<file path="src/rtl/parking_occupancy_fsm.sv">
// Two-beam parking entrance decoder: synchronises the outer/inner beam sensors,
// recognises complete entry/exit crossings and keeps a saturating occupancy count.
module parking_occupancy_fsm #(
  parameter int COUNT_W   = 4,
  parameter int MAX_COUNT = 15
) (
  input  logic               clk,
  input  logic               reset,
  input  logic               a,
  input  logic               b,
  output logic               inc,
  output logic               dec,
  output logic               err,
  output logic [COUNT_W-1:0] count,
  output logic               full,
  output logic               empty
);

  typedef enum logic [2:0] {
    IDLE,
    ENT1,
    ENT2,
    ENT3,
    EXT1,
    EXT2,
    EXT3,
    ABORT
  } state_e;

  localparam logic [COUNT_W-1:0] MaxCount = COUNT_W'(MAX_COUNT);
  localparam logic [COUNT_W-1:0] OneCount = COUNT_W'(1);

  if (MAX_COUNT > (2 ** COUNT_W) - 1) begin : g_bad_max
    $error("MAX_COUNT does not fit in COUNT_W bits");
  end

  logic               aMeta_q, aSync_q;
  logic               bMeta_q, bSync_q;
  logic [1:0]         ab;
  state_e             state_q, state_d;
  logic               entryDone, exitDone;
  logic               inc_q, inc_d;
  logic               dec_q, dec_d;
  logic               err_q, err_d;
  logic [COUNT_W-1:0] count_q, count_d;

  // Two-flop synchroniser for the asynchronous beam inputs.
  always_ff @(posedge clk or negedge reset) begin
    if (!reset) begin
      aMeta_q <= 1'b0;
      aSync_q <= 1'b0;
      bMeta_q <= 1'b0;
      bSync_q <= 1'b0;
    end else begin
      aMeta_q <= a;
      aSync_q <= aMeta_q;
      bMeta_q <= b;
      bSync_q <= bMeta_q;
    end
  end

  assign ab = {aSync_q, bSync_q};

  always_ff @(posedge clk or negedge reset) begin
    if (!reset) begin
      state_q <= IDLE;
      inc_q   <= 1'b0;
      dec_q   <= 1'b0;
      err_q   <= 1'b0;
      count_q <= '0;
    end else begin
      state_q <= state_d;
      inc_q   <= inc_d;
      dec_q   <= dec_d;
      err_q   <= err_d;
      count_q <= count_d;
    end
  end

  // Exit states mirror the entry states with the roles of a and b swapped.
  always_comb begin
    state_d   = state_q;
    entryDone = 1'b0;
    exitDone  = 1'b0;
    unique case (state_q)
      IDLE: begin
        case (ab)
          2'b10:   state_d = ENT1;
          2'b01:   state_d = EXT1;
          2'b11:   state_d = ABORT;
          default: state_d = IDLE;
        endcase
      end
      ENT1: begin
        case (ab)
          2'b11:   state_d = ENT2;
          2'b00:   state_d = IDLE;
          2'b01:   state_d = ABORT;
          default: state_d = ENT1;
        endcase
      end
      ENT2: begin
        case (ab)
          2'b01:   state_d = ENT3;
          2'b10:   state_d = ENT1;
          2'b00:   state_d = ABORT;
          default: state_d = ENT2;
        endcase
      end
      ENT3: begin
        case (ab)
          2'b11:   state_d = ENT2;
          2'b10:   state_d = ABORT;
          2'b00: begin
            state_d   = IDLE;
            entryDone = 1'b1;
          end
          default: state_d = ENT3;
        endcase
      end
      EXT1: begin
        case (ab)
          2'b11:   state_d = EXT2;
          2'b00:   state_d = IDLE;
          2'b10:   state_d = ABORT;
          default: state_d = EXT1;
        endcase
      end
      EXT2: begin
        case (ab)
          2'b10:   state_d = EXT3;
          2'b01:   state_d = EXT1;
          2'b00:   state_d = ABORT;
          default: state_d = EXT2;
        endcase
      end
      EXT3: begin
        case (ab)
          2'b11:   state_d = EXT2;
          2'b01:   state_d = ABORT;
          2'b00: begin
            state_d  = IDLE;
            exitDone = 1'b1;
          end
          default: state_d = EXT3;
        endcase
      end
      ABORT: begin
        if (ab == 2'b00) state_d = IDLE;
      end
      default: state_d = IDLE;
    endcase
  end

  // Saturating occupancy update; a blocked step is flagged on err instead of wrapping.
  always_comb begin
    inc_d   = entryDone;
    dec_d   = exitDone;
    err_d   = 1'b0;
    count_d = count_q;
    if (entryDone) begin
      if (count_q < MaxCount) count_d = count_q + OneCount;
      else                    err_d   = 1'b1;
    end else if (exitDone) begin
      if (count_q != '0) count_d = count_q - OneCount;
      else               err_d   = 1'b1;
    end
  end

  assign inc   = inc_q;
  assign dec   = dec_q;
  assign err   = err_q;
  assign count = count_q;
  assign full  = (count_q == MaxCount);
  assign empty = (count_q == '0);

endmodule

</file>
<file path="config.mk">
export PLATFORM = sky130hd
export DESIGN_NAME = parking_occupancy_fsm
export DESIGN_NICKNAME = d
export VERILOG_FILES = /design/src/rtl/parking_occupancy_fsm.sv
export SDC_FILE = /design/constraint.sdc
export NUM_CORES = 1
export LEC_CHECK = 0
export BUFFER_PORTS_ARGS = -buffer_cell sky130_fd_sc_hd__clkbuf_2
export CORE_MARGIN = 2
export CORE_UTILIZATION = 50
export CTS_BUF_LIST = sky130_fd_sc_hd__clkbuf_4 sky130_fd_sc_hd__clkbuf_8 sky130_fd_sc_hd__clkbuf_16
export DETAILED_ROUTE_END_ITERATION = 12
export GPL_ROUTABILITY_DRIVEN = 1
export HOLD_SLACK_MARGIN = 0.12
export PLACE_DENSITY = 0.74
export RECOVER_POWER = 50
export SETUP_SLACK_MARGIN = 0.3
export SLEW_MARGIN = 30
export SYNTH_ARGS = -nofsm -noshare
export SYNTH_HDL_FRONTEND = slang
export SYNTH_SLANG_ARGS = --single-unit
</file>
<file path="constraint.sdc">
create_clock -name clk -period 2.2 [get_ports clk]
set_input_delay 0.11 -clock clk [delete_from_list [all_inputs] [get_ports clk]]
set_output_delay 0.11 -clock clk [all_outputs]
set_load 0.005 [all_outputs]
</file>
Word-level counts from Yosys, hierarchy flattened
Cells that the tools add are included.

Muxes and demuxes: 20. Equal/unequal tests: 13. $lt $le $gt $ge: 1. Add/subtract/negate cells: 2. Reductions and logical operators: 7.

Operators with widths (number): $pmux 3 s3 (6); $pmux 3 s8 (1); $mux 4 (4); $eq 3x3->1 const B (4); $mux 1 (7); $eq 3x2->1 const B (2); $pmux 2 s3 (1); $add 4x1->4 const B (1); $eq 2x2->1 const B (2); $eq 4x4->1 const B (1); $logic_not 4->1 (1); $lt 4x4->1 const B (1); $reduce_bool 2->1 (2); $reduce_bool 4->1 (1); $sub 4x1->4 const B (1); $eq 3x1->1 const B (1); $logic_not 3->1 (1); $mux 3 (1); $reduce_and 3->1 (1); $eq 2x1->1 const B (1); $logic_not 2->1 (1); $ne 2x1->1 const B (1); $ne 2x2->1 const B (1).

Word-level logic and storage cells: 52. Bits in registers: 14.

Longest topological paths before layout
Gate-level depths: netlist (run 1).

Depth after elaboration: 5. Gate-level depth with buffers: 8.

Worst setup path before layout (run 1)
Ideal clock, no wire load.

Kind: register -> register. Start point: register aSync_q. End point: register count_q[3], in the netlist count[3]. Setup slack: 317 ps. Data arrival time: 1756 ps. Period minus slack after synthesis: 1883 ps. Setup time: 127 ps. Stages on the path, launching flop included: 9. Buffers on the path: 0. Cells stage by stage: dfrtp_1 > inv_1 > ha_1 > nand4b_2 > ha_1 > a21oi_1 > a211oi_1 > a31oi_1 > xnor2_1.

Word-level cells in the longest chain between the ends: 5. Elaborated cells on any way between the ends: 9.

RTL lines: start: declaration (line 37) `logic aMeta_q, aSync_q;`; start signal: assignment (line 56) `aSync_q <= aMeta_q;`; $logic_not 2->1 * (line 111, 138); $mux 1 * (line 111, 138); $mux 1 (line 85) `unique case (state_q)`; $ne 2x1->1 (no line) or $reduce_bool 2->1 (tied branches); $reduce_and 3->1 (no line); end signal: assignment (line 76) `count_q <= count_d;`; end: declaration (line 45) `logic [COUNT_W-1:0] count_q, count_d;`.

Every way passes the cells marked *; elsewhere a longest branch is shown, timed or not. A chain may end at the register's enable or synchronous reset.

Final worst setup path (run 1)
Same ends and word-level chain as after synthesis.

==> results of run 1 <==
==> metrics by stage <==
stage	instance area, sq um	hold slack (ns)	std cells	util [%]	power [W]
floorplan	889.6	-0.1856	79	-	0.0008474
global route	1106	0.3688	126	64.76	0.001279
global placement	974.7	0.02405	115	57.07	0.0009728
finish	1106	0.3525	126	64.76	0.001184
detailed placement	974.7	0.02404	115	57.07	0.0009917
CTS	1066	0.2673	123	62.42	0.001168
==> what timing repair did <==
action                     4_1_cts  5_1_grt
buffers inserted                 2        3
pin swaps                        0        2
hold buffers                     3        0
hold endpoints to repair        16        0
gates resized for setup          5        3
setup endpoints to repair        1        1
==> power groups by stage <==
stage	clock, W	sequential [W]	combinational, W
final	0.000134	0.000464	0.000586
after global routing	0.000150	0.000476	0.000653
after CTS	0.000142	0.000464	0.000563
after detailed placement	0	0.000458	0.000533
after global placement	0	0.000455	0.000518
after floorplan	0	0.000429	0.000419
==> path summary, 6_finish.rpt <==
kind                               to  slack, ns  depth (start not counted)
setup / recovery             count[3]       0.41                          8
hold / removal                aSync_q       0.35                          0
setup reg to reg             count[3]       0.41                          8
hold reg to reg               aSync_q       0.35                          0
max in group asynchronous     aSync_q       1.33                          2
min in group asynchronous  state_q[0]       0.41                          2
==> cell usage after synthesis, types with 2 or more instances <==
cell / count / area (sq um)
mux4_2: 2 / 45.04
dfrtp_1: 14 / 350.3
nand2_1: 6 / 22.52
inv_1: 7 / 26.28
o32ai_1: 2 / 17.52
nor3_1: 3 / 15.01
buf_2: 2 / 10.01
xnor2_1: 2 / 17.52
ha_1: 10 / 125.1
o21bai_1: 2 / 15.01
a21oi_1: 5 / 25.02
nor2_1: 3 / 11.26
==> kinds of logic after synthesis <==
| logic type | count (synthesis) | synth area share (%) |
|---|---|---|
| AO/OA/AOI/OAI | 17 | 14.07 |
| XOR/XNOR | 3 | 2.954 |
| adder cells (fa/ha/maj) | 11 | 16.32 |
| buffers and inverters | 11 | 5.767 |
| flip-flops | 14 | 39.38 |
| multiplexers | 4 | 7.875 |
| AND/OR/NAND/NOR | 19 | 13.64 |
==> worst max-delay path, cell delays in order (launching register included) <==
cell      delay (ns)
dfrtp_1         0.39
inv_2           0.11
ha_4            0.16
nand4b_4        0.13
ha_4            0.31
nand3_1         0.11
a211oi_2        0.23
a31oi_1         0.08
xnor2_1         0.19
==> metal layers <==
metal,track usage [%],wire length [um]
met5,0,0
met4,5.143,12
met3,7.059,55
met2,27.78,866
met1,22.85,779
==> flip-flops by register name, summed over array words and instances, names as in the netlist <==
signal / flops
bMeta_q: 1
inc: 1
aSync_q: 1
aMeta_q: 1
count: 4
dec: 1
err: 1
state_q: 3
bSync_q: 1
==> cell type report <==
class	count	area [sq um]	area share, %
Sequential cell	14	350.3	31.67
Timing Repair Buffer	22	141.4	12.78
Inverter	8	30.03	2.715
Clock buffer	3	22.52	2.036
Multi-Input combinational cell	54	530.5	47.96
Tap cell	25	31.28	2.828
==> reports/metrics.yaml, run 1 <==
timing:
  final.setup_skew_ns: 0.003016
  rsz0062_at_grt: "false"
  relSlewSlack_pct: 51.17
  slew_viol_final: 0
  hold_viol: 0
  tns_ns: 0
  finalCritPeriodShare_pct: 81.48
  finalSetupViolCount: 0
  fin_crit_ns: 1.792
  fmax_mhz: 557.9
  setup_ws_ns: 0.4075
  worstMarginPinSlew_ns: 0.7325
pwr:
  seqPwrFrac_pct: 39.2
  power_frac_comb_pct: 49.5
  power.switching_w: 0.0004822
  clkPwrFrac_pct: 11.3
  ir_worst_vdd_v: 0.0008404
  internal_power_w: 0.0007014
  switching_share_pct: 40.74
  powerDensity_nw_per_um2: 1070
  power_leakage_nw: 0.5322
critical_path:
  cp.arrival_ns: 1.98
  worst_setup_path_end_kind: "register"
  cp.required_ns: 2.39
  critPathKind: "register to register"
  rr_startpoint: "aSync_q"
  critical_path.startpoint: "aSync_q"
  critical_path.max_fanout: 4
  cp-start-kind: "register"
die:
  core_sq_um: 1708
  die_w_um: 46.18
  pin_count: 13
  dieArea_sq_um: 2133
  rows: 15
  start_util_pct: 52.09
  die_y_um: 46.18
route:
  routedWlPerCell_um: 13.60
  first_iter_violations: 6
  drt_first_pass_iters: 2
  vias: 668
  viasPerCell: 5.302
  ant_nets: 0
  routed_wirelength_um: 1714
  drc: 0
logic_synthesis:
  ys_seq_area_share_pct: 39.38
  synth_edf_count: 0
  synth_nets: 94
  syn_inst: 79
  ys.flop_type: "dfrtp_1"
  synth_warnings: 0
  ys_types: 33
  syn_area_sq_um: 889.6
  ys_async_sr_fraction_pct: 100.0
  ys_ff_latch: 14
  avgSynthCellArea_sq_um: 11.26
global_route:
  grt_pass1_wl_um: 2635
  grt_max_degree: 15
  gr-usage-all-layers_pct: 17.86
  grt_pass1_vias: 602
  antenna_found_initial: 0
  overflow: 0
layout:
  areaGrowthSynthToFinish_pct: 24.33
  drive_gt1_share_pct: 35.64
  final_common_cell: "dfrtp_1"
  nNetsFinal: 118
  num_antenna_cells: 0
  nFillCells: 127
  layout_common_cells: "dfrtp_1 (14), clkbuf_2 (11), ha_1 (8)"
min_path:
  hp-class: "register to register"
  min_from: "aMeta_q"
placement:
  routabilityCongestion: 0.7982
  post-place-ws_ns: 0.1037
  portBuffers: 12
  dpl.hpwl_um: 1205
clocking:
  path_clk_slew_ns: 0.07
  clock-sinks: 14
  h-tree-depth: 1
  cts_tree: "yes"
  cts_made_buffers: 3
  clock_latency_ns: 0.27
  clk_path_buf_depth: 2
  root_buffer: "clkbuf_4"
status:
  status: "finished, final reports clean"
job:
  drv_cap: 0
No activity file was read; power rests on OpenSTA's default activity.
==> run 2, diff against run 1 <==
clock period = 1.7 ns   (was 2.2 ns; I/O delays follow)
==> run 2 against run 1 <==
The flow now finishes with violations (negative setup slack). First-iteration DRC count increased to 7.2 times the previous value. Sequential share of layout area decreased by 8.0 points. Combinational power grew 110%. Final cell count rose by 20%. Utilization grew 23 points. Die area is the same. Clock skew is 0.017 ns higher. Largest power group unchanged. Highest routed layer unchanged.
==> reports/metrics.yaml, run 2 (synthesis gave the netlist of run 1 again) <==
placement:
  portBuffers: 12  # unchanged
  dpl.hpwl_um: 1193  # -0.93%
  post-place-ws_ns: -0.02499  # -0.1287 ns
  routabilityCongestion: 0.7681  # -3.8%
  place_area_sq_um: 1061  # +8.9%
pwr:
  power_w: 0.002069  # +75%
  internal_power_w: 0.001223  # +74%
  seqPwrFrac_pct: 28.7  # -11 points
  ir_worst_vdd_v: 0.0009992  # +19%
  clkPwrFrac_pct: 11.8  # +0.5 points
  switching_share_pct: 40.91  # +0.17 points
  power.switching_w: 0.0008464  # +76%
  power_leakage_nw: 0.6765  # +27%
  power_frac_comb_pct: 59.5  # +10 points
  powerDensity_nw_per_um2: 1380  # +29%
critical_path:
  cp.arrival_ns: 1.95  # -0.03 ns
  worst_setup_path_end_kind: "register"
  critPathKind: "register to register"
  cp-start-kind: "register"
  rr_endpoint: "count[3]"
  reg2reg_slack_ns: -0.06  # -0.46 ns
  critical_path.max_fanout: 4  # unchanged
  cp.required_ns: 1.89  # -0.50 ns
  reg2reg_depth: 8  # unchanged
  rr_startpoint: "bSync_q"
min_path:
  hp-class: "primary input to asynchronous set/reset pin"
timing:
  slew_viol_final: 0  # unchanged
  worstMarginPinSlew_ns: 0.7437  # +0.01123 ns
  relSlewSlack_pct: 50.42  # -0.75 points
  fmax_mhz: 569.0  # +2.0%
  finalCritPeriodShare_pct: 103.4  # +22 points
  rsz0062_at_grt: "true"
  tns_ns: -0.1010  # -0.1010 ns
  final.setup_skew_ns: 0.01969  # +0.01668 ns
  fin_crit_ns: 1.757  # -0.03503 ns
  setup_ws_ns: -0.05743  # -0.4650 ns
  finalSetupViolCount: 4  # +4
  hold_viol: 0  # unchanged
die:
  start_util_pct: 52.09  # unchanged
  pin_count: 13  # unchanged
  die_y_um: 46.18  # unchanged
  core_sq_um: 1708  # unchanged
  die_w_um: 46.18  # unchanged
  rows: 15  # unchanged
  dieArea_sq_um: 2133  # unchanged
global_route:
  gr-usage-all-layers_pct: 24.17  # +6.3 points
  grt_pass1_wl_um: 3525  # +34%
  overflow: 0  # unchanged
  grt_pass1_vias: 714  # +19%
  grt_max_degree: 15  # unchanged
  antenna_found_initial: 0  # unchanged
status:
  violations: "negative setup slack"
  status: "finished with violations"
layout:
  layout_common_cells: "buf_4 (22), dfrtp_1 (10), clkbuf_2 (10)"
  final_area_sq_um: 1499  # +36%
  nNetsFinal: 142  # +20%
  num_antenna_cells: 0  # unchanged
  final_common_cell: "buf_4"
  drive_gt1_share_pct: 66.67  # +31 points
  areaGrowthSynthToFinish_pct: 68.50
  largest_reg_flops: 4  # unchanged
clocking:
  clock_latency_ns: 0.29  # +0.02 ns
  path_clk_slew_ns: 0.10  # +0.03 ns
  clock-sinks: 14  # unchanged
  root_buffer: "clkbuf_4"
  cts_tree: "yes"
  cts_made_buffers: 3  # unchanged
  h-tree-depth: 1  # unchanged
  clk_path_buf_depth: 2  # unchanged
route:
  routedWlPerCell_um: 17.73  # +30%
  viasPerCell: 5.570  # +5.1%
  drt_first_pass_iters: 4  # +2
  ant_nets: 0  # unchanged
  vias: 841  # +26%
  drc: 0  # unchanged
  first_iter_violations: 43  # +37
  routed_wirelength_um: 2677  # +56%
job:
  drv_cap: 0  # unchanged
-- run 2: timing repair --
action                                  CTS  global route
hold buffers                              3             0
setup buffers                            12            10
pin swaps                                 8            10
gates resized for setup                  31            15
endpoints found under the setup margin    8            11
hold endpoints to repair                 16             0
-- run 2: how the worst max path moves through the flow --
stage,slack [ns],cells past startpoint,end,start
5_1_grt,-0.13,8,count[3],bSync_q
3_5_place_dp,-0.02,8,count[3],aSync_q
6_report,-0.06,8,count[3],bSync_q
3_3_place_gp,0.03,8,count[3],aSync_q
4_1_cts,0.02,8,count[3],aSync_q
2_1_floorplan,-0.03,8,count[3],aSync_q
-- run 2: critical path, cell delays in order (launching register included) --
cell and delay (ns):
dfrtp_1 0.41, inv_2 0.09, ha_4 0.15, nand4b_4 0.16
ha_4 0.36, nand3_4 0.07, a211oi_2 0.23, a31oi_1 0.07
xnor2_1 0.13
-- run 2: metal layers --
metal  part of all wire (%)  track usage (%)  vias to the layer above
met4                    2.3            4.000                        0
met1                     42            35.29                      403
met2                     47            35.83                       51
li1                       -                -                      381
met5                      0                0                        -
met3                    8.7            7.059                        6
-- run 2: power by group through the flow --
stage | Combinational [W] | Sequential [W] | Clock [W]
after CTS | 0.000944 | 0.000579 | 0.000244
after floorplan | 0.000565 | 0.000566 | 0
after global placement | 0.000747 | 0.000576 | 0
final | 0.00123 | 0.000595 | 0.000243
after global routing | 0.00131 | 0.000605 | 0.000261
after detailed placement | 0.000762 | 0.000582 | 0
-- run 2: layout make-up --
cell class                 instances  area (sq um)
multi-input combinational         54         690.7
sequential                        14         355.3
timing repair buffer              46         355.3
fill                              69         209.0
clock buffer                       4         36.28
tap                               25         31.28
inverter                           8         30.03
-- run 2: metrics by stage --
stage                     hold slack, ns  instances  util [%]
after floorplan                  -0.2106         79         -
final                             0.3553        151     87.77
after CTS                         0.2265        141     80.29
after global placement         -0.003279        122     62.12
after detailed placement        0.003200        122     62.12
after global routing              0.3681        151     87.77
==> run 3, diff against run 2 <==
clock period = 2.1 ns   (was 1.7 ns; I/O delays follow)
==> run 3 against run 2 <==
First-iteration DRC count is 74% lower. Final cell count fell by 15%. Flip-flop and latch count stayed put. The flow now finishes without violations. Clock skew is 0.012 ns lower. Critical path depth is the same. Sequential share of layout area is 6.8 points higher. Total power fell by 37%. Clock power is 41% lower. Register-to-register slack gained 0.36 ns. Largest cell class unchanged. Wire length shrank 34%. Design area decreased by 23%.
==> reports/metrics.yaml, run 3 (synthesis gave the netlist of run 1 again) <==
status:
  status: "finished, final reports clean"
die:
  core_sq_um: 1708  # unchanged
  die_y_um: 46.18  # unchanged
  start_util_pct: 52.09  # unchanged
  pin_count: 13  # unchanged
  rows: 15  # unchanged
  die_w_um: 46.18  # unchanged
  dieArea_sq_um: 2133  # unchanged
job:
  drv_cap: 0  # unchanged
placement:
  dpl.hpwl_um: 1103  # -7.6%
  place_area_sq_um: 991.0  # -6.6%
  routabilityCongestion: 0.7376  # -4.0%
  portBuffers: 12  # unchanged
route:
  viasPerCell: 5.234  # -6.0%
  ant_nets: 0  # unchanged
  vias: 670  # -20%
  routed_wirelength_um: 1755  # -34%
  drc: 0  # unchanged
  drt_first_pass_iters: 4  # unchanged
  first_iter_violations: 11  # -74%
  routedWlPerCell_um: 13.71  # -23%
critical_path:
  cp.arrival_ns: 1.97  # +0.02 ns
  path_delay_family: "adder cells"
  critical_path.max_fanout: 4  # unchanged
  rr_startpoint: "aSync_q"
  cp.required_ns: 2.27  # +0.38 ns
  critical_path.startpoint: "aSync_q"
  worst_setup_path_end_kind: "register"
  cp_cell_sequence: "inv_2 > ha_4 > nand4b_4 > ha_4 > nand3_4 > a211oi_2 > a31oi_1 > xnor2_1"
  crit_slowest_cell: "dfrtp_1"
  cpMostUsedCell: "ha_4"
  reg2reg_depth: 8  # unchanged
  critPathBufInv: 1  # unchanged
  critPathKind: "register to register"
  reg2reg_slack_ns: 0.30  # +0.36 ns
  cp-start-kind: "register"
  slowest_delay_ns: 0.39  # -0.02 ns
  rr_endpoint: "count[3]"
pwr:
  power_frac_comb_pct: 49.5  # -10 points
  internal_power_w: 0.0007722  # -37%
  power.switching_w: 0.0005400  # -36%
  seqPwrFrac_pct: 39.6  # +11 points
  switching_share_pct: 41.15  # +0.24 points
  powerDensity_nw_per_um2: 1135  # -18%
  ir_worst_vdd_v: 0.0008757  # -12%
  clkPwrFrac_pct: 11.0  # -0.8 points
  power_leakage_nw: 0.5413  # -20%
layout:
  areaGrowthSynthToFinish_pct: 29.96
  final_common_cell: "dfrtp_1"
  layout_common_cells: "dfrtp_1 (12), clkbuf_2 (11), buf_4 (9)"
  nNetsFinal: 120  # -15%
  drive_gt1_share_pct: 40.78  # -26 points
  nFillCells: 121  # +75%
  num_antenna_cells: 0  # unchanged
  largest_reg_flops: 4  # unchanged
  final_area_sq_um: 1156  # -23%
clocking:
  cts_made_buffers: 3  # unchanged
  h-tree-depth: 1  # unchanged
  root_buffer: "clkbuf_4"
  path_clk_slew_ns: 0.07  # -0.03 ns
  clock-sinks: 14  # unchanged
  clk_path_buf_depth: 2  # unchanged
  cts_tree: "yes"
  clock_latency_ns: 0.28  # about the same
timing:
  finalCritPeriodShare_pct: 85.51  # -18 points
  hold_viol: 0  # unchanged
  fin_crit_ns: 1.796  # +0.03827 ns
  rsz0062_at_grt: "true"
  tns_ns: 0  # +0.1010 ns
  relSlewSlack_pct: 52.14  # +1.7 points
  fmax_mhz: 556.9  # -2.1%
  worstMarginPinSlew_ns: 0.7179  # -0.02580 ns
  final.setup_skew_ns: 0.007708  # -0.01199 ns
  slew_viol_final: 0  # unchanged
  finalSetupViolCount: 0  # -4
min_path:
  hold-path-endpoint: "aSync_q"
  min_from: "aMeta_q"
  hp-class: "register to register"
  worstHoldPathCells: 0
global_route:
  grt_max_degree: 15  # unchanged
  antenna_found_initial: 0  # unchanged
  overflow: 0  # unchanged
  grt_pass1_wl_um: 2642  # -25%
  gr-usage-all-layers_pct: 17.93  # -6.2 points
  grt_pass1_vias: 635  # -11%
## run 3: power by group through the flow
stage	registers (W)	clock network, W	logic, W
finish	0.000519	0.000144	0.000649
CTS	0.000505	0.000150	0.000570
global placement	0.000506	0	0.000529
floorplan	0.000458	0	0.000456
global route	0.000537	0.000163	0.000714
detailed placement	0.000514	0	0.000529
## run 3: metal layers
layer	global-route usage (%)	up-vias	wire, um	part of all wire [%]
li1	-	332	-	-
met3	7.059	5	61	3.5
met5	0	-	0	0
met1	21.89	323	793	45
met4	5.143	0	36	2.1
met2	29.17	10	864	49
## run 3: worst max-delay path by stage
| stage | end | depth (start not counted) |
|---|---|---|
| 2_1_floorplan | count[3] | 8 |
| 3_3_place_gp | count[3] | 8 |
| 3_5_place_dp | count[3] | 8 |
| 4_1_cts | count[3] | 8 |
| 5_1_grt | count[3] | 8 |
| 6_report | count[3] | 8 |
## run 3: cell type report
class                   count  area, sq um  area share [%]
clock buffers               3        22.52           1.948
inverters                   8        30.03           2.597
multi-input cells          54        563.0           48.70
flip-flops and latches     14        352.8           30.52
well taps                  25        31.28           2.706
repair buffers             24        156.4           13.53
## run 3: through the flow
| stage | hold slack, ns | utilization, % | power [W] | cells | worst slack [ns] |
|---|---|---|---|---|---|
| after global routing | 0.3572 | 67.69 | 0.001414 | 128 | 0.1925 |
| after global placement | 0.01818 | 58.02 | 0.001035 | 114 | 0.2292 |
| after detailed placement | 0.02315 | 58.02 | 0.001043 | 114 | 0.1399 |
| after floorplan | -0.1906 | - | 0.0009143 | 79 | 0.3093 |
| final | 0.3510 | 67.69 | 0.001312 | 128 | 0.3043 |
| after CTS | 0.2605 | 63.52 | 0.001224 | 123 | 0.3397 |
## run 3: worst register-to-register path, stage by stage, from the launching register on
cell	delay [ns]
dfrtp_1	0.39
inv_2	0.10
ha_4	0.16
nand4b_4	0.17
ha_4	0.35
nand3_4	0.07
a211oi_2	0.24
a31oi_1	0.08
xnor2_1	0.13
## run 3: repair_timing
item / 4_1_cts / 5_1_grt
hold buffers: 3 / 0
gates resized for setup: 4 / 6
buffers inserted: 3 / 5
setup endpoints to repair: 2 / 1
pin swaps: 0 / 3
hold endpoints to repair: 16 / 0
